File: src/rtl/shmem_arbiter.sv
// Round-robin arbiter: NUM_REQ requesters share one synchronous memory port; IDLE->ISSUE->RESP, one access in flight.
// Optional atomic lock sequences are enabled by defining SHMEM_ARB_LOCK_EN (adds the req_lock input).
module shmem_arbiter #(
  parameter int NUM_REQ = 4,
  parameter int ADDR_W  = 32,
  parameter int DATA_W  = 32
) (
  input  logic                      clk,
  input  logic                      rst,
  input  logic [NUM_REQ-1:0]        req_valid,
  output logic [NUM_REQ-1:0]        req_ready,
  input  logic [NUM_REQ-1:0]        req_we,
  input  logic [NUM_REQ*ADDR_W-1:0] req_addr,
  input  logic [NUM_REQ*DATA_W-1:0] req_wdata,
`ifdef SHMEM_ARB_LOCK_EN
  input  logic [NUM_REQ-1:0]        req_lock,
`endif
  output logic [NUM_REQ-1:0]        rsp_valid,
  output logic [DATA_W-1:0]         rsp_rdata,
  output logic [ADDR_W-1:0]         mem_addr,
  output logic [DATA_W-1:0]         mem_data_in,
  output logic                      mem_we,
  input  logic [DATA_W-1:0]         mem_data_out
);

  localparam int IDX_W = (NUM_REQ > 1) ? $clog2(NUM_REQ) : 1;

  typedef enum logic [1:0] {
    ST_IDLE,
    ST_ISSUE,
    ST_RESP
  } state_t;

  state_t             state_q, state_d;
  logic [IDX_W-1:0]   last_grant_q, last_grant_d;
  logic [IDX_W-1:0]   gnt_q, gnt_d;
  logic [ADDR_W-1:0]  addr_q, addr_d;
  logic [DATA_W-1:0]  wdata_q, wdata_d;
  logic               we_q, we_d;

  logic [NUM_REQ-1:0] eligible;
  logic               win_found;
  logic [IDX_W-1:0]   win_idx;
  int                 rr_cand;

  logic [NUM_REQ-1:0] ready_c;
  logic [NUM_REQ-1:0] rsp_valid_c;
  logic [DATA_W-1:0]  rsp_rdata_c;
  logic               mem_we_c;

`ifdef SHMEM_ARB_LOCK_EN
  logic               lock_act_q, lock_act_d;
  logic [IDX_W-1:0]   lock_own_q, lock_own_d;
  logic               lock_hold_q, lock_hold_d;

  // While a lock is held only its owner may compete.
  always_comb begin
    eligible = req_valid;
    if (lock_act_q) begin
      eligible = req_valid & (NUM_REQ'(1) << lock_own_q);
    end
  end
`else
  always_comb begin
    eligible = req_valid;
  end
`endif

  // Search starts one past the last grant and wraps, so the last winner is checked last.
  always_comb begin
    win_found = 1'b0;
    win_idx   = '0;
    rr_cand   = 0;
    for (int off = 1; off <= NUM_REQ; off++) begin
      rr_cand = int'(last_grant_q) + off;
      if (rr_cand >= NUM_REQ) begin
        rr_cand = rr_cand - NUM_REQ;
      end
      if (!win_found && eligible[IDX_W'(rr_cand)]) begin
        win_found = 1'b1;
        win_idx   = IDX_W'(rr_cand);
      end
    end
  end

  always_comb begin
    state_d      = state_q;
    last_grant_d = last_grant_q;
    gnt_d        = gnt_q;
    addr_d       = addr_q;
    wdata_d      = wdata_q;
    we_d         = we_q;
    ready_c      = '0;
    rsp_valid_c  = '0;
    rsp_rdata_c  = '0;
    mem_we_c     = 1'b0;
`ifdef SHMEM_ARB_LOCK_EN
    lock_act_d   = lock_act_q;
    lock_own_d   = lock_own_q;
    lock_hold_d  = lock_hold_q;
`endif
    case (state_q)
      ST_IDLE: begin
        if (win_found) begin
          ready_c[win_idx] = 1'b1;
          last_grant_d     = win_idx;
          gnt_d            = win_idx;
          addr_d           = req_addr[win_idx*ADDR_W +: ADDR_W];
          wdata_d          = req_wdata[win_idx*DATA_W +: DATA_W];
          we_d             = req_we[win_idx];
          state_d          = ST_ISSUE;
`ifdef SHMEM_ARB_LOCK_EN
          lock_hold_d = req_lock[win_idx];
          if (req_lock[win_idx]) begin
            lock_act_d = 1'b1;
            lock_own_d = win_idx;
          end
`endif
        end
      end
      ST_ISSUE: begin
        mem_we_c = we_q;
        state_d  = ST_RESP;
      end
      ST_RESP: begin
        rsp_valid_c[gnt_q] = 1'b1;
        rsp_rdata_c        = mem_data_out;
        state_d            = ST_IDLE;
`ifdef SHMEM_ARB_LOCK_EN
        // An unlocked access by the owner closes the atomic sequence once it completes.
        if (lock_act_q && (lock_own_q == gnt_q) && !lock_hold_q) begin
          lock_act_d = 1'b0;
        end
`endif
      end
      default: begin
        state_d = ST_IDLE;
      end
    endcase
  end

  always_ff @(posedge clk) begin
    if (rst) begin
      state_q      <= ST_IDLE;
      last_grant_q <= IDX_W'(NUM_REQ - 1);
      gnt_q        <= '0;
      addr_q       <= '0;
      wdata_q      <= '0;
      we_q         <= 1'b0;
`ifdef SHMEM_ARB_LOCK_EN
      lock_act_q   <= 1'b0;
      lock_own_q   <= '0;
      lock_hold_q  <= 1'b0;
`endif
    end else begin
      state_q      <= state_d;
      last_grant_q <= last_grant_d;
      gnt_q        <= gnt_d;
      addr_q       <= addr_d;
      wdata_q      <= wdata_d;
      we_q         <= we_d;
`ifdef SHMEM_ARB_LOCK_EN
      lock_act_q   <= lock_act_d;
      lock_own_q   <= lock_own_d;
      lock_hold_q  <= lock_hold_d;
`endif
    end
  end

  // Reset blanks every output immediately, including a write strobe already in ISSUE.
  assign req_ready   = rst ? '0   : ready_c;
  assign rsp_valid   = rst ? '0   : rsp_valid_c;
  assign rsp_rdata   = rst ? '0   : rsp_rdata_c;
  assign mem_we      = rst ? 1'b0 : mem_we_c;
  assign mem_addr    = rst ? '0   : addr_q;
  assign mem_data_in = rst ? '0   : wdata_q;

endmodule

File: config.mk
export PLATFORM = sky130hd
export DESIGN_NAME = shmem_arbiter
export DESIGN_NICKNAME = d
export VERILOG_FILES = /design/src/rtl/shmem_arbiter.sv
export SDC_FILE = /design/constraint.sdc
export NUM_CORES = 1
export LEC_CHECK = 0
export CORE_AREA = 2 2 155 157
export DETAILED_ROUTE_END_ITERATION = 8
export DIE_AREA = 0 0 157 159
export GPL_TIMING_DRIVEN = 0
export PLACE_DENSITY_LB_ADDON = 0.12
export SYNTH_ARGS = -nofsm -noshare
export SYNTH_HDL_FRONTEND = slang
export SYNTH_SLANG_ARGS = --single-unit
File: constraint.sdc
create_clock -name clk -period 1.86 [get_ports clk]
set_input_delay 0.186 -clock clk [delete_from_list [all_inputs] [get_ports clk]]
set_output_delay 0.186 -clock clk [all_outputs]
set_load 0.02 [all_outputs]
* Word-level counts from Yosys, hierarchy flattened
Cells that the tools add are included.
** Word-level totals
- Register bits :: 71
- Output and inout port bits :: 105
- Word-level logic and storage cells :: 84
** Cells by class
- Add/subtract/negate cells :: 8
- Magnitude comparators :: 12
- Eq/ne operators :: 3
- Shift operators :: 2
- Mux-type cells :: 43
- Reduce and logical (&&, ||, !) cells :: 10
** Operators by type and width (count)
- indexed part select 128 x 8 -> 32 bit :: 2
- two-way mux 32 bit :: 4
- two-way mux 4 bit :: 5
- two-way mux 2 bit :: 9
- two-way mux 1 bit :: 17
- < comparator 2 x 4 -> 1 bit (second input constant) :: 4
- binary-select mux 1 bit (select 2 bit) :: 5
- >= comparator 3 bit (second input constant) :: 3
- subtractor 2 x 1 -> 2 bit (second input constant) :: 4
- adder 2 x 2 -> 3 bit (second input constant) :: 2
- < comparator 2 x 3 -> 1 bit (second input constant) :: 2
- logical AND 1 bit :: 5
- adder 2 x 3 -> 4 bit (second input constant) :: 1
- demux 1 bit (select 2 bit) :: 2
- >= comparator 2 x 1 -> 1 bit (second input constant) :: 2
- >= comparator 4 x 3 -> 1 bit (second input constant) :: 1
- one-hot mux 2 bit (2 select lines) :: 1
- adder 2 x 1 -> 3 bit (second input constant) :: 1
- logical NOT 1 bit :: 3
- equality test 2 x 1 -> 1 bit (second input constant) :: 1
- equality test 2 bit (second input constant) :: 1
- logical NOT 2 bit :: 1
- != test 2 bit (second input constant) :: 1
- AND reduction 2 bit :: 1

* Longest topological paths before layout
- Word-level depth :: 23
- Depth in mapped cells :: 8
- Mapped depth without buffers :: 5

* Worst setup path after synthesis
Ideal clock, no wire load.
- Kind :: register -> output
- From :: reg last_grant_q[1]
- To :: out req_ready[0]
- Arrival time :: 1.647 ns
- Data required time :: 1.674 ns
- Slack :: 0.027 ns
- Stages on the path, launching flop included :: 6
- Path buffers :: 1
- Path through :: dfxtp_1 -> buf_2 -> mux2i_1 -> a2bb2oi_2 -> o21ai_1 -> nor4_1
** On the way
- Cells in the longest elaborated chain, start to end :: 23
- Elaborated cells on any way between the ends :: 50
- Classes of those cells :: 8 x add/sub; 6 x order compare; 29 x mux; 7 x reduce/logical
** Ends and longest elaborated chain
- start: declaration :: RTL line 35 : logic [IDX_W-1:0] last_grant_q, last_grant_d;
- start signal: assignment :: RTL line 145 : last_grant_q <= IDX_W'(NUM_REQ - 1);
- start signal: assignment :: RTL line 157 : last_grant_q <= last_grant_d;
- adder 2 x 1 -> 3 bit :: RTL line 75 : rr_cand = int'(last_grant_q) + off;
- >= comparator 3 bit / subtractor 2 x 1 -> 2 bit (equally long branches) :: RTL line 76, 77
- two-way mux 2 bit :: RTL line 76 : if (rr_cand >= NUM_REQ) begin
- binary-select mux 1 bit (select 2 bit) :: RTL line 79 : if (!win_found && eligible[IDX_W'(rr_cand)]) begin
- two-way mux 1 bit (implied by the code) (2 in a row) :: RTL line 79
- two-way mux 1 bit :: RTL line 79
- logical NOT 1 bit :: RTL line 79
- logical AND 1 bit :: RTL line 79
- [... 6 more ...]
- two-way mux 2 bit :: RTL line 79
- < comparator 2 x 3 -> 1 bit (implied by the code) / >= comparator 2 x 1 -> 1 bit (equally long branches) :: RTL line 105 : ready_c[win_idx] = 1'b1;
- logical AND 1 bit (implied by the code) :: RTL line 105
- two-way mux 1 bit (implied by the code) :: RTL line 105
- demux 1 bit (select 2 bit) :: RTL line 105
- two-way mux 4 bit * :: RTL line 104 : if (win_found) begin
- two-way mux 4 bit * :: RTL line 102 : case (state_q)
- two-way mux 4 bit * :: RTL line 171 : assign req_ready = rst ? '0 : ready_c;
- end: declaration :: RTL line 11 : output logic [NUM_REQ-1:0] req_ready,
Mark *: on every way between the ends. The rest lies on a longest branch, timed or not. The select of a mux whose other input is x is not followed.

* Worst setup path in the final report
- From :: reg last_grant_q[1]
- To :: reg wdata_q[26]
** On the way
- Cells in the longest elaborated chain, start to end :: 17
- Elaborated cells on any way between the ends :: 44
- Classes of those cells :: 8 x add/sub; 4 x order compare; 1 x shift; 24 x mux; 7 x reduce/logical
** Ends and longest elaborated chain
- adder 2 x 1 -> 3 bit :: RTL line 75
- >= comparator 3 bit / subtractor 2 x 1 -> 2 bit (equally long branches) :: RTL line 76, 77
- two-way mux 2 bit :: RTL line 76
- binary-select mux 1 bit (select 2 bit) :: RTL line 79
- two-way mux 1 bit (implied by the code) (2 in a row) :: RTL line 79
- two-way mux 1 bit :: RTL line 79
- logical NOT 1 bit :: RTL line 79
- logical AND 1 bit :: RTL line 79
- two-way mux 1 bit :: RTL line 79
- logical NOT 1 bit :: RTL line 79
- logical AND 1 bit :: RTL line 79
- two-way mux 1 bit :: RTL line 79
- logical NOT 1 bit :: RTL line 79
- logical AND 1 bit :: RTL line 79
- two-way mux 2 bit / two-way mux 1 bit (equally long branches) :: RTL line 79
- indexed part select 128 x 8 -> 32 bit / AND reduction 2 bit (equally long branches)
- end signal: assignment :: RTL line 160 : wdata_q <= wdata_d;
- end: declaration :: RTL line 38 : logic [DATA_W-1:0] wdata_q, wdata_d;
Several ways; a longest one is shown, not always the timed one. The select of a mux whose other input is x is not followed.
A chain may end at the register's enable or synchronous reset.

==> key figures <==
Yosys
  • Post-synth ARST share: 0%
  • Synthesized area: 4730 um^2
  • Syn Area/Cell: 9.09 um^2
  • Sequential fraction of the synthesis area: 30.0%
  • Post-synthesis register bit count: 71
  • EDFF count, synth: 0
  • Ys Warns: 0
  • Top_reg_cell synth: dfxtp_1
  • Post-Synthesis Cells: 521
  • Number of distinct library cells after synthesis: 33
  • Syn nets: 819

Global route
  • Total GRT Usage: 17.7%
  • Number of global-route vias before repair: ~5600
  • GRT Residual Overflow: 0
  • Antenna violations before repair: 4
  • First-pass GRT wire length: 33400 um
  • Largest net degree at the start of global routing: 12

Clocking
  • CTS tree: yes
  • Htree depth: 3
  • Cts bufs inserted: 9
  • Clock sinks: 71
  • Clock Latency Late Sink: 340 ps
  • Root Buffer: clkbuf_16
  • Clock Tree Buf Depth: 2
  • Worst-path clk slew: 60 ps

Pwr
  • Total Power: between 6 and 7 mW
  • Maximum vdd drop: 0.365 mV
  • LEAKAGE: 4.15 nW
  • Power per cell area: 652 nW/um^2

Setup path
  • Reg-to-reg startpoint: last_grant_q[1]$_SDFFE_PP1P_
  • Crit path from: last_grant_q[1]$_SDFFE_PP1P_
  • Reg-to-reg slack, setup: -70 ps
  • Setup crit start kind: flop
  • CP Data Required Time: 2070 ps
  • Delay-heaviest family, CP: buffers and inverters
  • WS Path Type: reg -> reg
  • Worst-path maximum fanout: 10
  • Critical path depth in cells: 9
  • Critical-path top delay cell: dfxtp_2
  • Setup crit end kind: flop
  • Data arrival, critical path: 2140 ps
  • Worst path cell trace: buf_6 > mux2i_2 > a2bb2oi_2 > buf_4 > o21ai_4 > buf_12 > buf_8 > mux2i_2 > o221ai_1
  • R2R depth: 9
  • Buffers and inverters on the worst path: 4
  • Largest stage delay on the critical path: 320 ps
  • Worst path most repeated cell: mux2i_2

Die
  • Row count: 56
  • Initial Utilization: between 20% and 30%
  • Die Span Y: 159 um
  • Die area: 25000 um^2
  • Die Width: 157 um
  • Core Area: 23200 um^2
  • # IOs: 403

STA
  • Max Freq: 517 MHz
  • Fin. Hold Viols: 0
  • Unrepaired setup endpoints after global routing: true
  • Min Tclk post-route: 1930 ps
  • Max-slew violations: 0
  • Clock skew: 5.65 ps
  • Final worst slack: -74.2 ps
  • Worst Tran Pin Value: ~540 ps
  • Max_slew headroom: 63.8%
  • Setup violations, final: 67
  • Final period utilization: 104%

Layout
  • Most frequent cells in the layout: 294 x clkdlybuf4s50_1, 105 x mux2i_1, 70 x nand2_1, 70 x dlygate4sd2_1, 67 x dfxtp_1
  • Share of cells above drive strength 1: 15.7%
  • Fill cells: 2339
  • Commonest non-fill, non-tap cell in the layout: clkdlybuf4s50_1
  • Area delta synth->final: 112%
  • Nets: 1244
  • Post-layout util: 43.2%

Detailed routing
  • Drt first-iter violations: 127
  • Total iterations of the first detailed-routing run: 4
  • Total number of vias: 5472
  • DRC Markers: 0
  • Final wirelength: 22900 um
  • Via density: between 4 and 5
  • Routed len/inst: approximately 18 um
  • DRT antenna net count: 0

Min path
  • Hold Path Origin: rst
  • Hold Path Depth: 2
  • Hold Path Class: in -> reg

Place
  • Post-place setup slack: -1150 ps
  • Post-DP HPWL: 18100 um
  • Port bufs: 402
  • Final estimated routing congestion in global placement: 0.759

Run status
  • Status: finished with violations
  • Failing checks: negative setup slack

Flow run
  • Max_cap viols: 0
## stage by stage
step / hold slack, ps / instances / setup TNS [ps] / area [um^2]
after CTS: 263 / 1268 / -1460 / 9710
after global placement: 486 / 1242 / -126510 / 9160
final: 306 / 1272 / -2340 / 10000
after floorplan: 264 / 521 / 0 / 4730
after detailed placement: 476 / 1242 / -136130 / 9160
after global routing: 311 / 1271 / -8840 / 10000
## worst register-to-register path, delay by kind of cell (launching register included)
kind	cells	cell delay, ps
buffers and inverters	4	610
AO/OA/AOI/OAI	3	450
multiplexers	2	420
flip-flops	1	320
## kinds of logic after synthesis
family,after synthesis,synth area share [%]
flip-flops,71,30.0
multiplexers,131,27.7
buffers and inverters,51,6.42
AND/OR/NAND/NOR,189,21.5
AO/OA/AOI/OAI,79,14.4
## power by group
part,internal (mW),total (mW),switching [mW]
registers,1.78,1.83,0.0523
logic,1.63,2.95,1.32
clock network,1.07,1.75,0.679
total,4.49,6.53,2.05
## path summary, 6_finish.rpt
path | to
worst min register to register | state_q[1]$_SDFFE_PP0P_
worst max-delay path | wdata_q[26]$_SDFFE_PP0P_
worst min-delay path | state_q[0]$_SDFFE_PP0P_
worst max register to register | wdata_q[26]$_SDFFE_PP0P_
## sequential cells by signal (all words and copies together) (netlist names)
signal and flops:
addr_q 32, wdata_q 32, we_q 1, state_q 2
last_grant_q 2, gnt_q 2
## timing repair
action,4_1_cts,5_1_grt
setup endpoints to repair,174,102
cloned,1,2
buffers inserted,9,0
resized for setup,264,59
pin swaps,11,22
hold buffers,0,0
endpoints found under the hold margin,0,0
## area by class of cell
type / instances / area (um^2) / area share [%]
repair buffers: 414 / 4100 / 40.9
multi-input cells: 399 / 3300 / 32.9
flip-flops and latches: 71 / 1430 / 14.3
plain buffers: 48 / 494 / 4.93
well taps: 319 / 399 / 3.98
clock buffers: 12 / 246 / 2.46
clock inverters: 4 / 45.0 / 0.449
inverters: 3 / 11.3 / 0.112
diodes: 2 / 5.00 / 0.0499
## synthesized netlist by cell type, drive strengths merged (2+ instances only)
library cell / count / area share [%]
mux2i: 131 / 28
dfxtp: 71 / 30
nand2: 71 / 5.7
nor2b: 66 / 8.7
o221ai: 65 / 12
and2: 33 / 4.4
buf: 30 / 4.8
clkbuf: 18 / 1.4
nor2: 7 / 0.90
o21ai: 4 / 0.50
a21oi: 3 / 0.32
and3: 3 / 0.40
inv: 3 / 0.24
nor3b: 3 / 0.58
nor4: 2 / 0.26
## per-layer routing
metal / up-vias / global-route usage, % / routed length (um)
met5: - / 0 / 24
met4: 4 / 4.92 / 357
met3: 24 / 5.42 / 1900
met2: 235 / 32.2 / 11600
met1: 2468 / 19.8 / 9050
li1: 2741 / - / -
Power figures use the tool's default switching activity.
